<file path="config.mk">
export PLATFORM = sky130hd
export DESIGN_NAME = cp0_exc_unit
export DESIGN_NICKNAME = d
export VERILOG_FILES = /design/src/rtl/cp0_exc_unit_pkg.sv /design/src/rtl/cp0_req_arb.sv /design/src/rtl/cp0_exc_unit.sv
export SDC_FILE = /design/constraint.sdc
export NUM_CORES = 1
export LEC_CHECK = 0
export BUFFER_PORTS_ARGS = -buffer_cell sky130_fd_sc_hd__buf_2
export CAP_MARGIN = 20
export CORE_MARGIN = 1
export CORE_UTILIZATION = 46
export DETAILED_ROUTE_END_ITERATION = 10
export GPL_TIMING_DRIVEN = 0
export HOLD_SLACK_MARGIN = 0.12
export PLACE_DENSITY = 0.85
export SYNTH_ARGS = -nofsm -noshare
export SYNTH_HDL_FRONTEND = slang
export SYNTH_HIERARCHICAL = 1
export SYNTH_SLANG_ARGS = --single-unit
</file>
<file path="constraint.sdc">
create_clock -name clk -period 2.85 [get_ports clk]
set_clock_uncertainty 0.1 [all_clocks]
set_input_delay 0.57 -clock clk [delete_from_list [all_inputs] [get_ports clk]]
set_output_delay 0.57 -clock clk [all_outputs]
set_load 0.02 [all_outputs]
</file>
<file path="src/rtl/cp0_exc_unit_pkg.sv">
// CP0 shared constants: exception codes, register numbers, field positions.
package cp0_exc_unit_pkg;

  localparam logic [4:0] EXCCODE_INT     = 5'd0;
  localparam logic [4:0] EXCCODE_ADEL    = 5'd4;
  localparam logic [4:0] EXCCODE_ADES    = 5'd5;
  localparam logic [4:0] EXCCODE_SYSCALL = 5'd8;
  localparam logic [4:0] EXCCODE_RI      = 5'd10;
  localparam logic [4:0] EXCCODE_OV      = 5'd12;

  localparam logic [4:0] CP0_SR    = 5'd12;
  localparam logic [4:0] CP0_CAUSE = 5'd13;
  localparam logic [4:0] CP0_EPC   = 5'd14;
  localparam logic [4:0] CP0_PRID  = 5'd15;

  localparam int SR_IE       = 0;
  localparam int SR_EXL      = 1;
  localparam int SR_IM_LO    = 10;
  localparam int CAUSE_EXC_LO = 2;
  localparam int CAUSE_IP_LO = 10;
  localparam int CAUSE_BD    = 31;

endpackage

</file>
<file path="src/rtl/cp0_req_arb.sv">
// Interrupt/exception arbitration: request, ExcCode select, EPC target.
module cp0_req_arb
  import cp0_exc_unit_pkg::*;
(
  input  logic        ie,
  input  logic        exl,
  input  logic [5:0]  im,
  input  logic [5:0]  hw_int,
  input  logic [4:0]  exc_code,
  input  logic        bd_m,
  input  logic [31:0] pc_m,
  output logic        req,
  output logic [4:0]  code,
  output logic [31:0] epc_tgt
);

  logic int_req;
  logic exc_req;

  always_comb begin
    int_req = ie & ~exl & (|(hw_int & im));
    exc_req = ~exl & (exc_code != 5'd0);
    req     = int_req | exc_req;
    // interrupts win over a same-cycle synchronous exception
    code    = int_req ? EXCCODE_INT : exc_code;
    epc_tgt = bd_m ? (pc_m - 32'd4) : pc_m;
  end

endmodule

</file>
<file path="src/rtl/cp0_exc_unit.sv">
// Coprocessor 0: SR/Cause/EPC/PRId, exception entry and eret restore.
module cp0_exc_unit
  import cp0_exc_unit_pkg::*;
#(
  parameter logic [31:0] PRID_VAL   = 32'h0000_0800,
  parameter logic [31:0] HANDLER_PC = 32'h0000_4180
) (
  input  logic        clk,
  input  logic        reset,
  input  logic        we,
  input  logic [4:0]  addr,
  input  logic [31:0] wdata,
  output logic [31:0] rdata,
  input  logic [31:0] pc_m,
  input  logic        bd_m,
  input  logic [4:0]  exc_code,
  input  logic [5:0]  hw_int,
  input  logic        eret,
  output logic        req,
  output logic [31:0] handler_pc,
  output logic [31:0] epc_out
);

  logic [5:0]  im_q, im_d;
  logic        exl_q, exl_d;
  logic        ie_q, ie_d;
  logic        bd_q, bd_d;
  logic [5:0]  ip_q, ip_d;
  logic [4:0]  exc_q, exc_d;
  logic [31:0] epc_q, epc_d;

  logic [4:0]  arb_code;
  logic [31:0] arb_epc;
  logic [31:0] sr_rd;
  logic [31:0] cause_rd;

  cp0_req_arb u_arb (
    .ie       (ie_q),
    .exl      (exl_q),
    .im       (im_q),
    .hw_int   (hw_int),
    .exc_code (exc_code),
    .bd_m     (bd_m),
    .pc_m     (pc_m),
    .req      (req),
    .code     (arb_code),
    .epc_tgt  (arb_epc)
  );

  always_comb begin
    im_d  = im_q;
    exl_d = exl_q;
    ie_d  = ie_q;
    bd_d  = bd_q;
    ip_d  = hw_int;
    exc_d = exc_q;
    epc_d = epc_q;
    if (!reset) begin
      im_d  = '0;
      exl_d = 1'b0;
      ie_d  = 1'b0;
      bd_d  = 1'b0;
      ip_d  = '0;
      exc_d = '0;
      epc_d = '0;
    end else if (req) begin
      exl_d = 1'b1;
      exc_d = arb_code;
      bd_d  = bd_m;
      epc_d = arb_epc;
    end else begin
      if (eret) exl_d = 1'b0;
      // an SR write lands after eret, so it owns EXL
      if (we) begin
        case (addr)
          CP0_SR: begin
            im_d  = wdata[SR_IM_LO +: 6];
            exl_d = wdata[SR_EXL];
            ie_d  = wdata[SR_IE];
          end
          CP0_EPC: epc_d = wdata;
          default: ;
        endcase
      end
    end
  end

  always_ff @(posedge clk) begin
    im_q  <= im_d;
    exl_q <= exl_d;
    ie_q  <= ie_d;
    bd_q  <= bd_d;
    ip_q  <= ip_d;
    exc_q <= exc_d;
    epc_q <= epc_d;
  end

  always_comb begin
    sr_rd = '0;
    sr_rd[SR_IM_LO +: 6] = im_q;
    sr_rd[SR_EXL]        = exl_q;
    sr_rd[SR_IE]         = ie_q;
    cause_rd = '0;
    cause_rd[CAUSE_BD]            = bd_q;
    cause_rd[CAUSE_IP_LO +: 6]    = ip_q;
    cause_rd[CAUSE_EXC_LO +: 5]   = exc_q;
    case (addr)
      CP0_SR:    rdata = sr_rd;
      CP0_CAUSE: rdata = cause_rd;
      CP0_EPC:   rdata = epc_q;
      CP0_PRID:  rdata = PRID_VAL;
      default:   rdata = '0;
    endcase
  end

  assign handler_pc = HANDLER_PC;
  assign epc_out    = epc_q;

endmodule

</file>
==> results of run 1 <==
## layer usage
metal | global-route usage [%] | routed length (um) | vias up
li1 | - | - | 1910
met1 | 34.4 | 4650 | 1832
met2 | 43.8 | 5190 | 203
met3 | 4.97 | 858 | 39
met4 | 12.1 | 404 | 0
met5 | 0 | 0 | -
## state kept, by name (all words and copies together) (netlist names)
| register | cells |
|---|---|
| im_q | 6 |
| exc_q | 5 |
| exl_q | 1 |
| ie_q | 1 |
| ip_q | 6 |
| epc_out | 32 |
| bd_q | 1 |
## timing repair
item / in CTS / in global routing
setup endpoints to repair: 0 / 15
gates resized for setup: 0 / 2
hold buffers: 0 / 0
## cells in the mapped netlist (4+ instances only)
cell	count
nand2_1	22
buf_2	9
nor2_1	18
mux2i_1	20
or4_1	4
and2_1	25
or2_0	4
o21ai_0	64
nor2b_1	15
nor3_1	12
xor2_1	24
nor4_2	4
a31oi_1	33
a21oi_1	38
clkbuf_1	19
dfxtp_1	52
buf_4	38
a22oi_1	9
xnor2_1	5
inv_1	6
## how the worst min path moves through the flow
stage	start	end	slack (ns)	cells after the start
finish	im_q[1]$_SDFFE_PN0P_	im_q[1]$_SDFFE_PN0P_	0.38	2
global route	hw_int[4]	ip_q[4]$_SDFF_PN0_	0.39	2
CTS	im_q[1]$_SDFFE_PN0P_	im_q[1]$_SDFFE_PN0P_	0.38	2
detailed placement	im_q[1]$_SDFFE_PN0P_	im_q[1]$_SDFFE_PN0P_	0.37	2
global placement	im_q[0]$_SDFFE_PN0P_	im_q[0]$_SDFFE_PN0P_	0.36	2
floorplan	im_q[1]$_SDFFE_PN0P_	im_q[1]$_SDFFE_PN0P_	0.34	2
## cell type report
| class | instances | area share [%] |
|---|---|---|
| repair buffers | 146 | 15.7 |
| multi-input cells | 359 | 48.0 |
| clock buffers | 6 | 1.77 |
| clock inverters | 1 | 0.188 |
| inverters | 6 | 0.483 |
| flip-flops and latches | 52 | 22.3 |
| well taps | 99 | 2.66 |
| plain buffers | 67 | 8.86 |
## worst max-delay path: stages
cell and delay, ns:
buf_2 0.10, nand3b_1 0.39, nor2_4 0.34, buf_2 0.26, and2_1 0.14, buf_2 0.17
## report_power, final
part	internal, mW	switching, mW	leakage [nW]
clock	0.194	0.244	0.0473
sequential	0.782	0.0415	0.431
combinational	0.204	0.324	1.74
## cell families after synthesis
group | share of synthesized area, %
AO/OA/AOI/OAI | 23.0
XOR/XNOR | 7.08
adder cells (fa/ha/maj) | 0.349
buffers and inverters | 12.1
flip-flops | 29.0
multiplexers | 5.58
other | 0.209
AND/OR/NAND/NOR | 22.7
## through the flow
step                      setup TNS, ns  power (mW)  util, %  setup slack, ns
after global routing                  0        1.87     62.9           0.0684
after detailed placement         -0.767        1.36     61.5           -0.118
after global placement          -0.0137        1.34     61.5          -0.0137
after floorplan                       0        1.16        -            0.359
final                                 0        1.79     62.9            0.193
after CTS                             0        1.78     62.7            0.114
==> metrics.md, run 1 <==
| Metric | Value |
|---|---|
| Status | `finished clean` |
| Netlist cell types | `46` |
| Post-synth top area share | `29.0%` |
| Pwr Density | `384 nW/um^2` |
| Area of the multi-input gates | `2240 um^2` |
| Layout Cell Area excl Fill | `4660 um^2` |
| Hpwl dp | `9.01 mm` |
| Final setup fails | `0` |
| Die area | `8160 um^2` |
| Final ANT Viol Nets | `0` |
| Vias per std cell | `5.41` |
| GR Util All Layers | `26.8%` |
| Reg2reg path depth | `7` |
| Top fanout value on the critical path | `10` |
| Syn-to-layout area delta | `29.8%` |
| Boundary Pins | `182` |
| FF-to-FF End | `epc_out[23]$_SDFFE_PN0P_` |
| Seq/Total Area, Yosys | `29.0%` |
| Commonest non-fill, non-tap cells in the layout | `155 x buf_2, 64 x o21ai_0, 52 x dfxtp_1` |
| WL per Instance | `15.1 um` |
| Crit path capture type | `output port` |
| Number of buffers created by CTS | `5` |
| Synth area leader | `dfxtp_1` |
| Final period utilization | `93.2%` |
| Initial antenna violation count | `0` |
| Worst setup startpoint | `addr[4]` |
| Final nets | `723` |
| DRT iter0 DRCs | `194` |
| FF/Latch Area | `1040 um^2` |
| Max H-tree Level | `2` |
| # port buffers | `146` |
| Crit path time final | `2.66 ns` |
| Placed instance area | `4560 um^2` |
| Max-Cap Viols | `0` |
| WP data arrival | `1.99 ns` |
| Clk_lat worst skew | `0.31 ns` |
| Clock sinks | `52` |
| Reg2reg setup slack | `0.31 ns` |
| Chip height | `90.3 um` |
| CP Launch Type | `primary input` |
| Hold Path Class | `reg2reg` |
| CTS tree | `built` |
| Grt total ovfl | `0` |
| Fin Hold WS | `0.379 ns` |
| Commonest non-fill, non-tap cell in the layout | `buf_2` |
| First drt pass iteration count | `4` |
| Num rows | `31` |
| Seq cells post-synth | `52` |
| Routed vias | `3,984` |
| Most used DFF post-synth | `dfxtp_1` |
| Critical Path RT | `2.18 ns` |
| # fillers | `671` |
| Post-Syn Instances | `454` |
| Post-CTS setup buffers | `0` |
| DR DRC count | `0` |
| Vias in the first global route | `3,746` |
| Final-report hold violation count | `0` |
| Fmax | `376 MHz` |
| RSZ-0062 raised after global routing | `no` |
| Share of cells above drive strength 1 | `33.6%` |
| # placed instances | `729` |
| GPL Wtd Cong | `0.864` |
| Number of enable flip-flop cells after synthesis | `0` |
| Largest net degree at the start of global routing | `16` |
| Lkg Pwr | `2.22 nW` |
| # diodes | `0` |
| Worst-case clock buffer depth | `2` |
| Die Width | `90.3 um` |
| Max-slew violations | `0` |
| First-pass GRT wire length | `17.8 mm` |
| Finished Layout Cells | `736` |
| Worst setup endpoint | `rdata[7]` |
| Top cells by area, synth | `dfxtp_1 29%, o21ai_0 8.9%, buf_4 7.9%` |
| Initial Util | `48.4%` |
| Worst vdd ir | `0.205 mV` |
| Setup CP Type | `in2out` |
| Routed WL | `11.1 mm` |
| Ys async rst share | `0%` |
| Clock root buffer | `clkbuf_8` |
| Floorplan core area | `7410 um^2` |
| Post-Syn Area | `3590 um^2` |
| Worst reg2reg startpoint | `im_q[0]$_SDFFE_PN0P_` |
| Synthesized area per cell | `7.90 um^2` |
| Clock slew at reported path FFs | `0.09 ns` |
| Yosys warns | `6` |
Note: power is estimated with default switching activity, not from simulation.
==> inputs of run 2 (changes only) <==
Settings changed: CORE_UTILIZATION 46 to 48, CTS_BUF_LIST set to sky130_fd_sc_hd__clkbuf_4, PLACE_DENSITY 0.85 to 0.88.
==> metrics.md, run 2 (synthesized netlist as in run 1, its figures left out) <==
| Metric | Value |
|---|---|
| First drt pass iteration count | `5 (was 4)` |
| Max H-tree Level | `2 (unchanged)` |
| Hpwl dp | `8.80 mm (was 9.01 mm)` |
| Top fanout value on the critical path | `10 (unchanged)` |
| Initial antenna violation count | `0 (unchanged)` |
| NetSw | `0.612 mW (was 0.610 mW)` |
| Hold depth | `2 (unchanged)` |
| Vias in the first global route | `3,476 (was 3,746)` |
| RSZ-0062 raised after global routing | `no (unchanged)` |
| DRT iter0 DRCs | `292 (was 194)` |
| Final nets | `723 (unchanged)` |
| WL per Instance | `14.8 um (was 15.1 um)` |
| DR DRC count | `0 (unchanged)` |
| Endpoint, Worst Hold | `ip_q[3]$_SDFF_PN0_ (was im_q[1]$_SDFFE_PN0P_)` |
| Worst vdd ir | `0.210 mV (was 0.205 mV)` |
| Seq pwr share | `44.0% (was 46.0%)` |
| Die area | `7830 um^2 (was 8160 um^2)` |
| CTS tree | `built (unchanged)` |
| Reg2reg setup slack | `0.38 ns (was 0.31 ns)` |
| Fmax | `360 MHz (was 376 MHz)` |
| Worst reg2reg startpoint | `im_q[5]$_SDFFE_PN0P_ (was im_q[0]$_SDFFE_PN0P_)` |
| Floorplan core area | `7250 um^2 (was 7410 um^2)` |
| Switching share of power | `32.7% (was 34.1%)` |
| Routed WL | `10.9 mm (was 11.1 mm)` |
| CP Launch Type | `primary input (unchanged)` |
| Chip height | `88.5 um (was 90.3 um)` |
| HP Start | `hw_int[3] (was im_q[1]$_SDFFE_PN0P_)` |
| Worst-case clock buffer depth | `2 (unchanged)` |
| CP Cell Sequence | `buf_2 -> nand3b_1 -> nor2_2 -> buf_2 -> and2_1 -> buf_2 (was buf_2 -> nand3b_1 -> nor2_4 -> buf_2 -> and2_1 -> buf_2)` |
| Final period utilization | `97.6% (was 93.2%)` |
| Crit path time final | `2.78 ns (was 2.66 ns)` |
| WP data arrival | `2.11 ns (was 1.99 ns)` |
| Share of cells above drive strength 1 | `33.7% (was 33.6%)` |
| Crit path buf inv count | `3 (unchanged)` |
| # diodes | `0 (unchanged)` |
| Setup CP Type | `in2out (unchanged)` |
| Grt total ovfl | `0 (unchanged)` |
| First-pass GRT wire length | `16.3 mm (was 17.8 mm)` |
| GR Util All Layers | `26.9% (was 26.8%)` |
| Boundary Pins | `182 (unchanged)` |
| DP Worst Slack | `-0.0262 ns (was -0.118 ns)` |
| CP dominant cell by count | `buf_2 (unchanged)` |
| Clock root buffer | `clkbuf_4 (was clkbuf_8)` |
| Max FFs per register | `32 (unchanged)` |
| Clock share of power | `28.0% (was 24.5%)` |
| Comb pwr share | `28.0% (was 29.5%)` |
| Max-slew violations | `0 (unchanged)` |
| Clk_lat worst skew | `0.38 ns (was 0.31 ns)` |
| CP top delay family | `simple AND/OR/NAND/NOR gates (unchanged)` |
| Status | `finished clean (unchanged)` |
| Pint | `1.26 mW (was 1.18 mW)` |
| FF-to-FF End | `epc_out[26]$_SDFFE_PN0P_ (was epc_out[23]$_SDFFE_PN0P_)` |
| Num rows | `31 (unchanged)` |
| Fin worst setup slack | `0.0692 ns (was 0.193 ns)` |
| Number of buffers created by CTS | `5 (unchanged)` |
| Final ANT Viol Nets | `0 (unchanged)` |
| Initial Util | `49.5% (was 48.4%)` |
| Reg2reg path depth | `7 (unchanged)` |
| Lkg Pwr | `2.23 nW (was 2.22 nW)` |
| # fillers | `653 (was 671)` |
| Largest net degree at the start of global routing | `18 (was 16)` |
| Crit-path max cell delay | `0.46 ns (was 0.39 ns)` |
| Commonest non-fill, non-tap cell in the layout | `buf_2 (unchanged)` |
| Slowest CP cell | `nor2_2 (was nand3b_1)` |
| Clock slew at reported path FFs | `0.16 ns (was 0.09 ns)` |
| Critical Path RT | `2.18 ns (about the same)` |
| Pwr Density | `402 nW/um^2 (was 384 nW/um^2)` |
| Crit path capture type | `output port (unchanged)` |
| Die Width | `88.5 um (was 90.3 um)` |
| Post-CTS setup buffers | `0 (unchanged)` |
| Syn-to-layout area delta | `30.1% (was 29.8%)` |
| Routed vias | `3,984 (unchanged)` |
| Hold Path Class | `in2reg (was reg2reg)` |
| Final-report hold violation count | `0 (unchanged)` |
| Clock sinks | `52 (unchanged)` |
| # port buffers | `146 (unchanged)` |
| Commonest non-fill, non-tap cells in the layout | `155 x buf_2, 64 x o21ai_0, 52 x dfxtp_1 (unchanged)` |
| Vias per std cell | `5.41 (about the same)` |
| Final setup fails | `0 (unchanged)` |
| Final Util | `64.4% (was 62.9%)` |
| Max-Cap Viols | `0 (unchanged)` |
| GPL Wtd Cong | `0.873 (was 0.864)` |
==> run 2: power groups by stage <==
| stage | combinational, mW | clock [mW] | sequential (mW) |
|---|---|---|---|
| after floorplan | 0.278 | 0 | 0.879 |
| after global placement | 0.503 | 0 | 0.837 |
| after detailed placement | 0.516 | 0 | 0.840 |
| after CTS | 0.517 | 0.529 | 0.824 |
| after global routing | 0.570 | 0.557 | 0.831 |
| final | 0.524 | 0.525 | 0.825 |
==> run 2: how the worst max path moves through the flow <==
stage                     cells past startpoint  slack [ns]            startpoint                        to
final                                         6        0.07               addr[4]                  rdata[7]
after global placement                        8      -0.008             hw_int[1]  epc_out[22]$_SDFFE_PN0P_
after detailed placement                      8       -0.03             hw_int[1]  epc_out[26]$_SDFFE_PN0P_
after global routing                          6       0.008               addr[4]                 rdata[21]
after floorplan                               7        0.36             hw_int[1]  epc_out[20]$_SDFFE_PN0P_
after CTS                                     4        0.09  im_q[1]$_SDFFE_PN0P_                       req
==> run 2: final cells by class <==
| class | count | area [um^2] | share of cell area [%] |
|---|---|---|---|
| plain buffers | 67 | 413 | 8.84 |
| clock buffers | 5 | 37.5 | 0.804 |
| clock inverters | 3 | 68.8 | 1.47 |
| inverters | 6 | 22.5 | 0.482 |
| multi-input cells | 359 | 2230 | 47.8 |
| flip-flops and latches | 52 | 1040 | 22.3 |
| well taps | 99 | 124 | 2.65 |
| repair buffers | 146 | 731 | 15.7 |
==> run 2: layer usage <==
layer / vias up / part of all wire [%] / global-route usage (%) / routed length, um
met5: - / 0 / 0 / 0
met1: 1836 / 43 / 37.1 / 4650
li1: 1912 / - / - / -
met2: 216 / 48 / 43.4 / 5190
met4: 0 / 1.9 / 8.06 / 203
met3: 20 / 7.8 / 4.10 / 846
==> run 2: metrics by stage <==
step	cell area [um^2]	std cells	TNS, ns	hold WS (ns)	power [mW]
after detailed placement	4560	729	-0.0680	0.370	1.36
after global placement	4560	729	-0.00838	0.362	1.34
after CTS	4660	737	0	0.295	1.87
after global routing	4670	737	0	0.289	1.96
final	4670	737	0	0.309	1.87
after floorplan	3700	484	0	0.344	1.16
==> run 2: repair_timing <==
item | in CTS | in global routing
setup endpoints to repair | 0 | 2
hold buffers | 0 | 0
gates resized for setup | 0 | 1
==> inputs of run 3 (changes only) <==
Settings changed: CORE_ASPECT_RATIO set to 0.6.
==> metrics.md, run 3 (synthesized netlist as in run 1, its figures left out) <==
| Metric | Value |
|---|---|
| Die area | `7840 um^2 (was 7830 um^2)` |
| RSZ-0062 raised after global routing | `no (unchanged)` |
| # placed instances | `730 (was 729)` |
| Commonest non-fill, non-tap cell in the layout | `buf_2 (unchanged)` |
| Final-report hold violation count | `0 (unchanged)` |
| DRT iter0 DRCs | `332 (was 292)` |
| Worst-case clock buffer depth | `2 (unchanged)` |
| Syn-to-layout area delta | `28.9% (was 30.1%)` |
| Tot Pwr | `1.72 mW (was 1.87 mW)` |
| Reg2reg path depth | `7 (unchanged)` |
| First drt pass iteration count | `7 (was 5)` |
| Worst setup startpoint | `addr[4] (unchanged)` |
| Worst vdd ir | `0.172 mV (was 0.210 mV)` |
| Hold buffer count at CTS | `0 (unchanged)` |
| Number of buffers created by CTS | `5 (unchanged)` |
| # diodes | `0 (unchanged)` |
| CP Launch Type | `primary input (unchanged)` |
| Final ANT Viol Nets | `0 (unchanged)` |
| Final nets | `723 (unchanged)` |
| Cts repair resizes | `0 (unchanged)` |
| First-pass GRT wire length | `17.6 mm (was 16.3 mm)` |
| Max H-tree Level | `2 (unchanged)` |
| Grt met1 use | `41.0% (was 37.1%)` |
| Vias in the first global route | `3,501 (was 3,476)` |
| Share of cells above drive strength 1 | `33.7% (unchanged)` |
| Met2 Use GR | `46.8% (was 43.4%)` |
| Routed WL | `11.9 mm (was 10.9 mm)` |
| Clock root buffer | `clkbuf_4 (unchanged)` |
| Vias per std cell | `5.47 (was 5.41)` |
| Status | `finished clean (unchanged)` |
| Clk_lat worst skew | `0.40 ns (was 0.38 ns)` |
| Pwr Density | `372 nW/um^2 (was 402 nW/um^2)` |
| Fmax | `374 MHz (was 360 MHz)` |
| Relative slew slack | `64.8%` |
| Max-slew violations | `0 (unchanged)` |
| Worst reg2reg startpoint | `im_q[5]$_SDFFE_PN0P_ (unchanged)` |
| Die Width | `114 um (was 88.5 um)` |
| Max-Cap Viols | `0 (unchanged)` |
| Initial Util | `51.7% (was 49.5%)` |
| WP data arrival | `2.00 ns (was 2.11 ns)` |
| WL per Instance | `16.1 um (was 14.8 um)` |
| GRT busiest layer | `met2 (unchanged)` |
| Critical Path RT | `2.18 ns (about the same)` |
| FF-to-FF End | `epc_out[25]$_SDFFE_PN0P_ (was epc_out[26]$_SDFFE_PN0P_)` |
| Worst setup endpoint | `rdata[7] (unchanged)` |
| Initial antenna violation count | `0 (unchanged)` |
| Post-CTS setup buffers | `0 (unchanged)` |
| Fin worst setup slack | `0.176 ns (was 0.0692 ns)` |
| Clock sinks | `52 (unchanged)` |
| Hpwl dp | `9.60 mm (was 8.80 mm)` |
| Final period utilization | `93.8% (was 97.6%)` |
| Routed vias | `4,035 (was 3,984)` |
| Commonest non-fill, non-tap cells in the layout | `155 x buf_2, 64 x o21ai_0, 52 x dfxtp_1 (unchanged)` |
| Crit path capture type | `output port (unchanged)` |
| Largest net degree at the start of global routing | `18 (unchanged)` |
| Worst-Margin Slew | `0.528 ns` |
| Crit path time final | `2.67 ns (was 2.78 ns)` |
| DP Worst Slack | `-0.0943 ns (was -0.0262 ns)` |
| Floorplan core area | `6940 um^2 (was 7250 um^2)` |
| Finished Layout Cells | `738 (was 737)` |
| Hold Path Class | `in2reg (unchanged)` |
| Top fanout value on the critical path | `10 (unchanged)` |
| Num rows | `23 (was 31)` |
| Boundary Pins | `182 (unchanged)` |
| Setup CP Type | `in2out (unchanged)` |
| GR Util All Layers | `29.8% (was 26.9%)` |
| Grt total ovfl | `0 (unchanged)` |
| Final setup fails | `0 (unchanged)` |
| DR DRC count | `0 (unchanged)` |
| CTS tree | `built (unchanged)` |
| Clock slew at reported path FFs | `0.15 ns (was 0.16 ns)` |
| GPL Wtd Cong | `0.876 (was 0.873)` |
| Reg2reg setup slack | `0.30 ns (was 0.38 ns)` |
| Setup TNS | `0 ns (unchanged)` |
| Met3 Use GR | `7.78% (was 4.10%)` |
| # fillers | `630 (was 653)` |
| Chip height | `69.0 um (was 88.5 um)` |
| Lkg Pwr | `2.20 nW (was 2.23 nW)` |
| Max FFs per register | `32 (unchanged)` |
| Fin Hold WS | `0.291 ns (was 0.309 ns)` |
| # port buffers | `146 (unchanged)` |
-- run 3: worst min-delay path by stage --
stage / from / to / slack, ns / depth (start not counted)
global placement: im_q[4]$_SDFFE_PN0P_ / im_q[4]$_SDFFE_PN0P_ / 0.36 / 2
detailed placement: im_q[3]$_SDFFE_PN0P_ / im_q[3]$_SDFFE_PN0P_ / 0.37 / 2
global route: hw_int[2] / ip_q[2]$_SDFF_PN0_ / 0.28 / 2
CTS: hw_int[2] / ip_q[2]$_SDFF_PN0_ / 0.29 / 2
floorplan: im_q[1]$_SDFFE_PN0P_ / im_q[1]$_SDFFE_PN0P_ / 0.34 / 2
finish: hw_int[2] / ip_q[2]$_SDFF_PN0_ / 0.29 / 2
-- run 3: power by group --
group | internal (mW) | switching (mW) | total, mW
clock | 0.0982 | 0.261 | 0.359
sequential | 0.783 | 0.0432 | 0.826
combinational | 0.204 | 0.334 | 0.537
total | 1.08 | 0.638 | 1.72
-- run 3: critical path, cell delays in order --
cell      delay, ns
buf_2          0.11
nand3b_1       0.38
nor2_4         0.35
buf_2          0.27
and2_1         0.16
buf_2          0.16
-- run 3: layer usage --
layer	vias to the layer above	part of all wire (%)
met4	0	1.1
li1	1920	-
met5	-	0
met2	219	43
met3	19	10
met1	1877	45
-- run 3: metrics by stage --
step,instance area (um^2),utilization (%)
floorplan,3700,-
global placement,4560,65.7
detailed placement,4560,65.7
CTS,4620,66.6
global route,4630,66.7
finish,4630,66.7
-- run 3: layout make-up --
class,count,area (um^2),area share [%]
timing repair buffer,146,731,15.8
tap,100,125,2.70
multi-input combinational,359,2240,48.3
clock inverter,3,21.3,0.460
sequential,52,1040,22.5
buffer,67,413,8.92
clock buffer,5,37.5,0.811
inverter,6,22.5,0.487
